==> src/rtl/billiard_pkg.sv <==
// -----------------------------------------------------------------------------
// billiard_pkg
// Shared types and constants for the per-ball motion engine.
//   - motion_state_e : IDLE / MOVING / SINKING / SUNK
//   - VEL_W          : width of a signed velocity / integer position word
//   - FRAC_BITS_DEF  : default number of fractional bits
//   - vel_t / pos_t  : signed velocity and extended-precision position types
//   - sat_vel()      : symmetric velocity saturation helper
// -----------------------------------------------------------------------------
package billiard_pkg;

   localparam int FRAC_BITS_DEF = 4;
   localparam int VEL_W         = 11;
   localparam int POS_W         = VEL_W + FRAC_BITS_DEF;

   typedef logic signed [VEL_W-1:0] vel_t;
   typedef logic signed [POS_W-1:0] pos_t;

   typedef enum logic [1:0] {
      IDLE    = 2'd0,
      MOVING  = 2'd1,
      SINKING = 2'd2,
      SUNK    = 2'd3
   } motion_state_e;

   localparam vel_t VEL_ZERO = 11'sd0;

   // Clip a velocity into [-lim, +lim]; lim is assumed non-negative.
   function automatic vel_t sat_vel(input vel_t v, input vel_t lim);
      vel_t r;
      if (v > lim) begin
         r = lim;
      end else if (v < -lim) begin
         r = -lim;
      end else begin
         r = v;
      end
      return r;
   endfunction

endpackage

==> src/rtl/ball_motion_friction_step.sv <==
// -----------------------------------------------------------------------------
// friction_step
// Combinational per-axis friction: moves a signed velocity STEP units toward
// zero and stops at zero instead of crossing it.
//   vel_in   in   signed velocity before friction
//   vel_out  out  signed velocity after friction
// -----------------------------------------------------------------------------
module friction_step
   import billiard_pkg::*;
#(
   parameter int STEP = 1
) (
   input  logic signed [VEL_W-1:0] vel_in,
   output logic signed [VEL_W-1:0] vel_out
);

   localparam vel_t STEP_V = vel_t'(STEP);

   // Magnitude decrement; anything within one step of zero lands on zero.
   always_comb begin
      vel_out = VEL_ZERO;
      if (vel_in > STEP_V) begin
         vel_out = vel_in - STEP_V;
      end else if (vel_in < -STEP_V) begin
         vel_out = vel_in + STEP_V;
      end else begin
         vel_out = VEL_ZERO;
      end
   end

endmodule

==> src/rtl/ball_motion.sv <==
// -----------------------------------------------------------------------------
// ball_motion
// Per-ball motion engine. Holds fixed-point position and velocity, advances
// them once per frame, applies cue shots, collision velocity replacement,
// friction and the sink / respawn sequence.
// Ports:
//   clk, reset                  clock, synchronous active-high reset
//   startOfFrame                one-clk per-frame update strobe
//   collisionOccurred, velXIn/velYIn   collision replacement velocity
//   holeHit, holeNum            ball entered hole <holeNum>
//   shoot, shootVelX/shootVelY  cue strobe and cue velocity
//   respawn                     leave SUNK
//   topLeftPosX/topLeftPosY     integer part of position
//   velX/velY                   current velocity
//   ballMoving, ballVisible, ballSunk, sunkHoleNum   status (registered)
// -----------------------------------------------------------------------------
module ball_motion
   import billiard_pkg::*;
#(
   parameter int FRAC_BITS       = FRAC_BITS_DEF,
   parameter int INIT_X          = 100,
   parameter int INIT_Y          = 200,
   parameter int MIN_X           = 0,
   parameter int MAX_X           = 623,
   parameter int MIN_Y           = 0,
   parameter int MAX_Y           = 463,
   parameter int MAX_VEL         = 255,
   parameter int FRICTION_PERIOD = 4,
   parameter int FRICTION_STEP   = 1,
   parameter int SINK_FRAMES     = 8
) (
   input  logic                    clk,
   input  logic                    reset,
   input  logic                    startOfFrame,
   input  logic                    collisionOccurred,
   input  logic signed [VEL_W-1:0] velXIn,
   input  logic signed [VEL_W-1:0] velYIn,
   input  logic                    holeHit,
   input  logic [2:0]              holeNum,
   input  logic                    shoot,
   input  logic signed [VEL_W-1:0] shootVelX,
   input  logic signed [VEL_W-1:0] shootVelY,
   input  logic                    respawn,
   output logic signed [VEL_W-1:0] topLeftPosX,
   output logic signed [VEL_W-1:0] topLeftPosY,
   output logic signed [VEL_W-1:0] velX,
   output logic signed [VEL_W-1:0] velY,
   output logic                    ballMoving,
   output logic                    ballVisible,
   output logic                    ballSunk,
   output logic [2:0]              sunkHoleNum
);

   localparam int POS_LW = VEL_W + FRAC_BITS;
   localparam int FX_ONE = 32'sd1 <<< FRAC_BITS;
   localparam int FC_W   = $clog2(FRICTION_PERIOD) + 32'sd1;
   localparam int SC_W   = $clog2(SINK_FRAMES) + 32'sd1;

   localparam logic signed [POS_LW-1:0] INIT_X_FX = POS_LW'(INIT_X * FX_ONE);
   localparam logic signed [POS_LW-1:0] INIT_Y_FX = POS_LW'(INIT_Y * FX_ONE);
   localparam logic signed [POS_LW:0]   MIN_X_FX  = (POS_LW+1)'(MIN_X * FX_ONE);
   localparam logic signed [POS_LW:0]   MAX_X_FX  = (POS_LW+1)'(MAX_X * FX_ONE);
   localparam logic signed [POS_LW:0]   MIN_Y_FX  = (POS_LW+1)'(MIN_Y * FX_ONE);
   localparam logic signed [POS_LW:0]   MAX_Y_FX  = (POS_LW+1)'(MAX_Y * FX_ONE);
   localparam vel_t                     MAX_VEL_V = vel_t'(MAX_VEL);

   localparam logic [FC_W-1:0] FC_ZERO = {FC_W{1'b0}};
   localparam logic [FC_W-1:0] FC_ONE  = {{(FC_W-1){1'b0}}, 1'b1};
   localparam logic [FC_W-1:0] FC_LAST = FC_W'(FRICTION_PERIOD - 32'sd1);
   localparam logic [SC_W-1:0] SC_ZERO = {SC_W{1'b0}};
   localparam logic [SC_W-1:0] SC_ONE  = {{(SC_W-1){1'b0}}, 1'b1};
   localparam logic [SC_W-1:0] SC_LAST = SC_W'(SINK_FRAMES - 32'sd1);

   motion_state_e              state_q, state_d;
   logic signed [POS_LW-1:0]   pos_x_q, pos_x_d, pos_y_q, pos_y_d;
   vel_t                       vel_x_q, vel_x_d, vel_y_q, vel_y_d;
   logic                       lat_full_q, lat_full_d;
   vel_t                       lat_vx_q, lat_vx_d, lat_vy_q, lat_vy_d;
   logic [FC_W-1:0]            fc_q, fc_d;
   logic [SC_W-1:0]            sc_q, sc_d;
   logic [2:0]                 hole_q, hole_d;
   logic                       moving_q, moving_d;
   logic                       visible_q, visible_d;
   logic                       sunk_q, sunk_d;

   vel_t                       shoot_vx_sat, shoot_vy_sat;
   vel_t                       col_vx_sat, col_vy_sat;
   vel_t                       vx_eff, vy_eff;
   vel_t                       vx_fric, vy_fric;
   vel_t                       vx_new, vy_new;
   logic                       fric_due;
   logic signed [POS_LW:0]     sum_x, sum_y;
   logic signed [POS_LW-1:0]   nx_pos, ny_pos;

   // Clamp a widened position sum into [lo, hi] and return it at storage width.
   function automatic logic signed [POS_LW-1:0] clamp_pos(
      input logic signed [POS_LW:0] v,
      input logic signed [POS_LW:0] lo,
      input logic signed [POS_LW:0] hi
   );
      logic signed [POS_LW:0] r;
      if (v < lo) begin
         r = lo;
      end else if (v > hi) begin
         r = hi;
      end else begin
         r = v;
      end
      return POS_LW'(r);
   endfunction

   assign shoot_vx_sat = sat_vel(shootVelX, MAX_VEL_V);
   assign shoot_vy_sat = sat_vel(shootVelY, MAX_VEL_V);
   assign col_vx_sat   = sat_vel(velXIn, MAX_VEL_V);
   assign col_vy_sat   = sat_vel(velYIn, MAX_VEL_V);

   // Velocity used for this frame's move: a latched collision replaces the current one.
   always_comb begin
      vx_eff = vel_x_q;
      vy_eff = vel_y_q;
      if (lat_full_q) begin
         vx_eff = lat_vx_q;
         vy_eff = lat_vy_q;
      end else begin
         vx_eff = vel_x_q;
         vy_eff = vel_y_q;
      end
   end

   friction_step #(.STEP(FRICTION_STEP)) u_fric_x (.vel_in(vx_eff), .vel_out(vx_fric));
   friction_step #(.STEP(FRICTION_STEP)) u_fric_y (.vel_in(vy_eff), .vel_out(vy_fric));

   // Frame datapath: widened add so the clamp sees the true overshoot, then friction.
   always_comb begin
      fric_due = (fc_q == FC_LAST);
      sum_x    = (POS_LW+1)'(pos_x_q) + (POS_LW+1)'(vx_eff);
      sum_y    = (POS_LW+1)'(pos_y_q) + (POS_LW+1)'(vy_eff);
      nx_pos   = clamp_pos(sum_x, MIN_X_FX, MAX_X_FX);
      ny_pos   = clamp_pos(sum_y, MIN_Y_FX, MAX_Y_FX);
      if (fric_due) begin
         vx_new = vx_fric;
         vy_new = vy_fric;
      end else begin
         vx_new = vx_eff;
         vy_new = vy_eff;
      end
   end

   // State register plus all datapath and status flops.
   always_ff @(posedge clk) begin
      if (reset) begin
         state_q    <= IDLE;
         pos_x_q    <= INIT_X_FX;
         pos_y_q    <= INIT_Y_FX;
         vel_x_q    <= VEL_ZERO;
         vel_y_q    <= VEL_ZERO;
         lat_full_q <= 1'b0;
         lat_vx_q   <= VEL_ZERO;
         lat_vy_q   <= VEL_ZERO;
         fc_q       <= FC_ZERO;
         sc_q       <= SC_ZERO;
         hole_q     <= 3'd0;
         moving_q   <= 1'b0;
         visible_q  <= 1'b1;
         sunk_q     <= 1'b0;
      end else begin
         state_q    <= state_d;
         pos_x_q    <= pos_x_d;
         pos_y_q    <= pos_y_d;
         vel_x_q    <= vel_x_d;
         vel_y_q    <= vel_y_d;
         lat_full_q <= lat_full_d;
         lat_vx_q   <= lat_vx_d;
         lat_vy_q   <= lat_vy_d;
         fc_q       <= fc_d;
         sc_q       <= sc_d;
         hole_q     <= hole_d;
         moving_q   <= moving_d;
         visible_q  <= visible_d;
         sunk_q     <= sunk_d;
      end
   end

   // Next-state and datapath update; holeHit beats the frame update, which beats latch and shoot.
   always_comb begin
      state_d    = state_q;
      pos_x_d    = pos_x_q;
      pos_y_d    = pos_y_q;
      vel_x_d    = vel_x_q;
      vel_y_d    = vel_y_q;
      lat_full_d = lat_full_q;
      lat_vx_d   = lat_vx_q;
      lat_vy_d   = lat_vy_q;
      fc_d       = fc_q;
      sc_d       = sc_q;
      hole_d     = hole_q;
      case (state_q)
         IDLE: begin
            if (holeHit) begin
               state_d    = SINKING;
               hole_d     = holeNum;
               vel_x_d    = VEL_ZERO;
               vel_y_d    = VEL_ZERO;
               lat_full_d = 1'b0;
               fc_d       = FC_ZERO;
               sc_d       = SC_ZERO;
            end else if (shoot && ((shoot_vx_sat != VEL_ZERO) || (shoot_vy_sat != VEL_ZERO))) begin
               state_d = MOVING;
               vel_x_d = shoot_vx_sat;
               vel_y_d = shoot_vy_sat;
               fc_d    = FC_ZERO;
            end else begin
               vel_x_d = VEL_ZERO;
               vel_y_d = VEL_ZERO;
            end
         end
         MOVING: begin
            if (holeHit) begin
               state_d    = SINKING;
               hole_d     = holeNum;
               vel_x_d    = VEL_ZERO;
               vel_y_d    = VEL_ZERO;
               lat_full_d = 1'b0;
               fc_d       = FC_ZERO;
               sc_d       = SC_ZERO;
            end else if (startOfFrame) begin
               pos_x_d    = nx_pos;
               pos_y_d    = ny_pos;
               vel_x_d    = vx_new;
               vel_y_d    = vy_new;
               lat_full_d = 1'b0;
               if (fric_due) begin
                  fc_d = FC_ZERO;
               end else begin
                  fc_d = fc_q + FC_ONE;
               end
               if ((vx_new == VEL_ZERO) && (vy_new == VEL_ZERO)) begin
                  state_d = IDLE;
                  fc_d    = FC_ZERO;
               end else begin
                  state_d = MOVING;
               end
            end else if (collisionOccurred && !lat_full_q) begin
               // Only the first collision of a frame is kept.
               lat_full_d = 1'b1;
               lat_vx_d   = col_vx_sat;
               lat_vy_d   = col_vy_sat;
            end else begin
               state_d = MOVING;
            end
         end
         SINKING: begin
            if (startOfFrame) begin
               if (sc_q == SC_LAST) begin
                  state_d = SUNK;
                  sc_d    = SC_ZERO;
               end else begin
                  sc_d = sc_q + SC_ONE;
               end
            end else begin
               sc_d = sc_q;
            end
         end
         SUNK: begin
            if (respawn) begin
               state_d    = IDLE;
               pos_x_d    = INIT_X_FX;
               pos_y_d    = INIT_Y_FX;
               vel_x_d    = VEL_ZERO;
               vel_y_d    = VEL_ZERO;
               lat_full_d = 1'b0;
               fc_d       = FC_ZERO;
               sc_d       = SC_ZERO;
            end else begin
               state_d = SUNK;
            end
         end
         default: begin
            state_d = IDLE;
         end
      endcase
   end

   // Status flags decoded from the next state so they register alongside it.
   always_comb begin
      moving_d  = 1'b0;
      visible_d = 1'b1;
      sunk_d    = 1'b0;
      case (state_d)
         MOVING: begin
            moving_d = 1'b1;
         end
         SUNK: begin
            visible_d = 1'b0;
            sunk_d    = 1'b1;
         end
         default: begin
            moving_d  = 1'b0;
            visible_d = 1'b1;
            sunk_d    = 1'b0;
         end
      endcase
   end

   // Integer part of the fixed-point position is a plain slice (arithmetic shift).
   assign topLeftPosX = $signed(pos_x_q[POS_LW-1:FRAC_BITS]);
   assign topLeftPosY = $signed(pos_y_q[POS_LW-1:FRAC_BITS]);
   assign velX        = vel_x_q;
   assign velY        = vel_y_q;
   assign ballMoving  = moving_q;
   assign ballVisible = visible_q;
   assign ballSunk    = sunk_q;
   assign sunkHoleNum = hole_q;

endmodule

==> config.mk <==
export PLATFORM = sky130hd
export DESIGN_NAME = ball_motion
export DESIGN_NICKNAME = d
export VERILOG_FILES = /design/src/rtl/billiard_pkg.sv /design/src/rtl/ball_motion_friction_step.sv /design/src/rtl/ball_motion.sv
export SDC_FILE = /design/constraint.sdc
export NUM_CORES = 1
export LEC_CHECK = 0
export CAP_MARGIN = 30
export CORE_MARGIN = 3
export CORE_UTILIZATION = 45
export DETAILED_ROUTE_END_ITERATION = 16
export PLACE_DENSITY_LB_ADDON = 0.2
export SYNTH_ARGS = -nofsm -noshare
export SYNTH_HDL_FRONTEND = slang
export SYNTH_SLANG_ARGS = --single-unit
==> constraint.sdc <==
create_clock -name clk -period 6.8 [get_ports clk]
set_input_delay 1.36 -clock clk [delete_from_list [all_inputs] [get_ports clk]]
set_output_delay 1.36 -clock clk [all_outputs]
set_load 0.02 [all_outputs]
==> flow_summary.toml <==
[synth]
syn_nets = 1117
ys_seq_area_frac = 0.242
netlist_area_um2 = 7450
synth_area_leader_cell = "sky130_fd_sc_hd__dfxtp_1"
number_of_distinct_library_cells_after_synthesis = 75
netlist_top_cells_area = "sky130_fd_sc_hd__dfxtp_1, sky130_fd_sc_hd__ha_1, sky130_fd_sc_hd__nor2_1"
post-synth-top-area-fraction = 0.242
netlist_instances = 1019
synth_edf_count = 0
synth_seq_cells = 90
synth.yosys.warnings = 0
synth_flop_cell = "sky130_fd_sc_hd__dfxtp_1"
average_size_of_a_mapped_cell_um2 = 7.31
synthArstFlopShare = 0

[cts]
number_of_levels_the_h_tree_was_split_into = 3
clkLatencyLatePin_ns = 0.35
post_cts.resized_instances = 0
ctsRootBufferMaster = "sky130_fd_sc_hd__clkbuf_16"
cts-buffers-inserted = 9
cts.path.max_buffers = 2
cts.sinks = 90
worst_setup_hold_path_clk_slew_ns = 0.06
post_cts_hold_buffer_count = 0
tritoncts = "done"
post_cts_buffers = 0

[cells_and_area]
design.final.nets = 1167
layout_common_cells = "sky130_fd_sc_hd__nor2_1, sky130_fd_sc_hd__clkdlybuf4s50_1, sky130_fd_sc_hd__dfxtp_1, sky130_fd_sc_hd__a21oi_1, sky130_fd_sc_hd__o21ai_0"
p_r_area_growth_vs_syn_pct = 17.9
antenna_cells = 0
mostFrequentLayoutCell = "sky130_fd_sc_hd__nor2_1"
layout_cells_sized_above_1 = 0.0457

[critical_path]
slowest_delay_ns = 0.70
cp_cell_sequence = "buf_4 -> mux2i_1 -> inv_1 -> ha_1 -> o21a_1 -> a21oi_1 -> o31a_1 -> a21boi_0 -> o221ai_1 -> nand3b_1 -> o211ai_1 -> o221a_2"
critPathRequiredTime_ns = 7.09
path_depth = 12
cp-end-kind = "flop"
path_max_fanout = 42
crit_path_top_delay_cell = "sky130_fd_sc_hd__dfxtp_2"
data_arrival_time_of_the_critical_path_ns = 5.22
critPathTopFamily = "compound AO/OA/AOI/OAI gates"
timing.reg2reg.worst_path_depth = 12
critical_path_buf_inv_count = 2
timing_worst_setup_path_type = "reg2reg"
element_type_at_the_critical_path_start = "flop"

[sta]
hold_violations = 0
max-slew-margin-rel = 0.286
skew_ns = 0.00656
worst-slew-pin-transition_ns = 1.07
setup-tns-final_ns = 0
grt_setup_unrepaired = "false"
final_min_period_over_clock_period = 0.725
drv_slew = 0
fmax_mhz = 203
period_needed_ns = 4.93
final-setup-viol-count = 0

[placed_design]
detailedPlacementHpwl_um = 16700
port_buffers = 103
gp_congestion = 0.947

[floorplan]
i_o_pins = 104
fp.dieW_um = 135
chipHeight_um = 135
core_ar_um2 = 16100
rows = 46
initial_utilization = 0.464
die_area_um2 = 18100

[detailed_routing]
drt_first_iter_violations = 923
detail_route.wl_per_cell_um = 16.7
route.final.wire_length_um = 21600
vias = 7718
route.antenna.remaining_nets = 0
drt-vias-per-instance = 5.99
detailedRoute.firstPassIterationCount = 6
drcViolationCount = 0

[power]
power_density_nw_per_um2 = 191
ir_worst_vdd_mv = 0.121
total_power_mw = 1.68
cellLeakagePower_nw = 3.39

[global_routing]
grt.overflow.total = 0
grt_pass1_vias = 6846
grt_first_pass_wirelength_um = 35300
grt_antenna_before_repair = 0
groute.usage.overall = 0.238
maximum_number_of_pins_on_one_net_before_global_route_repair = 67

[hold_path]
hold_path.class = "reg2reg"
whs_path_depth = 2

[run_status]
run_status = "complete, no violations"

[run]
max_cap_viol_count = 0
-- layer usage --
metal	GRT usage	share of wire	wire length, um	vias to the layer above
met1	0.361	0.49	10600	3462
met4	0.0758	0.024	527	0
met3	0.0436	0.072	1550	43
li1	-	-	-	3874
met2	0.337	0.41	8880	339
met5	0	0	0	-
-- power by group --
part           internal, mW  total [mW]  switching [mW]
logic                 0.213       0.531           0.318
clock network         0.357       0.566           0.209
registers             0.549       0.586          0.0370
total                  1.12        1.68           0.564
-- through the flow --
stage | util | worst slack (ns) | hold WS [ns] | std cells | cell area, um2
global placement | 0.525 | 2.09 | 0.456 | 1272 | 8430
global route | 0.547 | 1.43 | 0.497 | 1289 | 8790
finish | 0.547 | 1.87 | 0.481 | 1289 | 8790
detailed placement | 0.527 | 1.98 | 0.468 | 1274 | 8460
floorplan | - | 2.48 | 0.432 | 1019 | 7450
CTS | 0.547 | 1.95 | 0.481 | 1289 | 8790
-- final cells by class --
| class | count | area, um2 |
|---|---|---|
| multi-input combinational | 806 | 5090 |
| clock inverter | 5 | 104 |
| timing repair buffer | 112 | 1100 |
| tap | 216 | 270 |
| inverter | 50 | 188 |
| fill | 1507 | 7270 |
| clock buffer | 10 | 229 |
| sequential | 90 | 1800 |
-- state kept, by name (all words and copies together) (netlist names) --
name and cells:
lat_full_q 1, lat_vy_q 11, lat_vx_q 11, pos_x_q 15, sc_q 4, pos_y_q 15, velY 11, sunkHoleNum 3
fc_q 3, ballVisible 1, velX 11, state_q 2, ballMoving 1, ballSunk 1
-- worst paths after layout --
check / end / slack, ns / startpoint
max: pos_x_q[6] / 1.87 / lat_full_q
max reg2reg: pos_x_q[6] / 1.87 / lat_full_q
min: pos_x_q[3] / 0.48 / pos_x_q[3]
min reg2reg: pos_x_q[3] / 0.48 / pos_x_q[3]
-- cells by family (layout without fill, tap and decap cells) --
group,Yosys count,count (layout),synth area share
compound gates,336,336,0.294
fa+ha+maj,44,44,0.0759
flops,90,90,0.242
xor+xnor,21,21,0.0247
buf+inv,123,177,0.0762
simple gates,378,378,0.249
mux,27,27,0.0379
-- synth_stat cells, drive strengths merged, types with 7 or more instances --
cell type	instances
mux2i	20
o211ai	10
a31oi	13
nand4	17
mux2	7
a21oi	85
o21a	8
ha	42
o31ai	8
inv	49
a22o	8
xnor2	10
nor4	20
xor2	11
and3	7
clkbuf	41
o21ai	77
nand4b	7
buf	32
a21o	17
nand3	24
dfxtp	90
nand2b	8
a211oi	34
o221ai	11
nor3	44
nor2b	8
o21bai	7
nand2	67
nand3b	8
o22ai	11
nor2	132
and2	11
-- worst reg2reg max path: cells and delay by family (launching register included) --
kind	cells	cell delay [ns]
mux	1	0.71
buf+inv	2	0.89
fa+ha+maj	1	0.44
flops	1	0.70
simple gates	1	0.11
compound gates	7	2.03
Power figures use the tool's default switching activity.
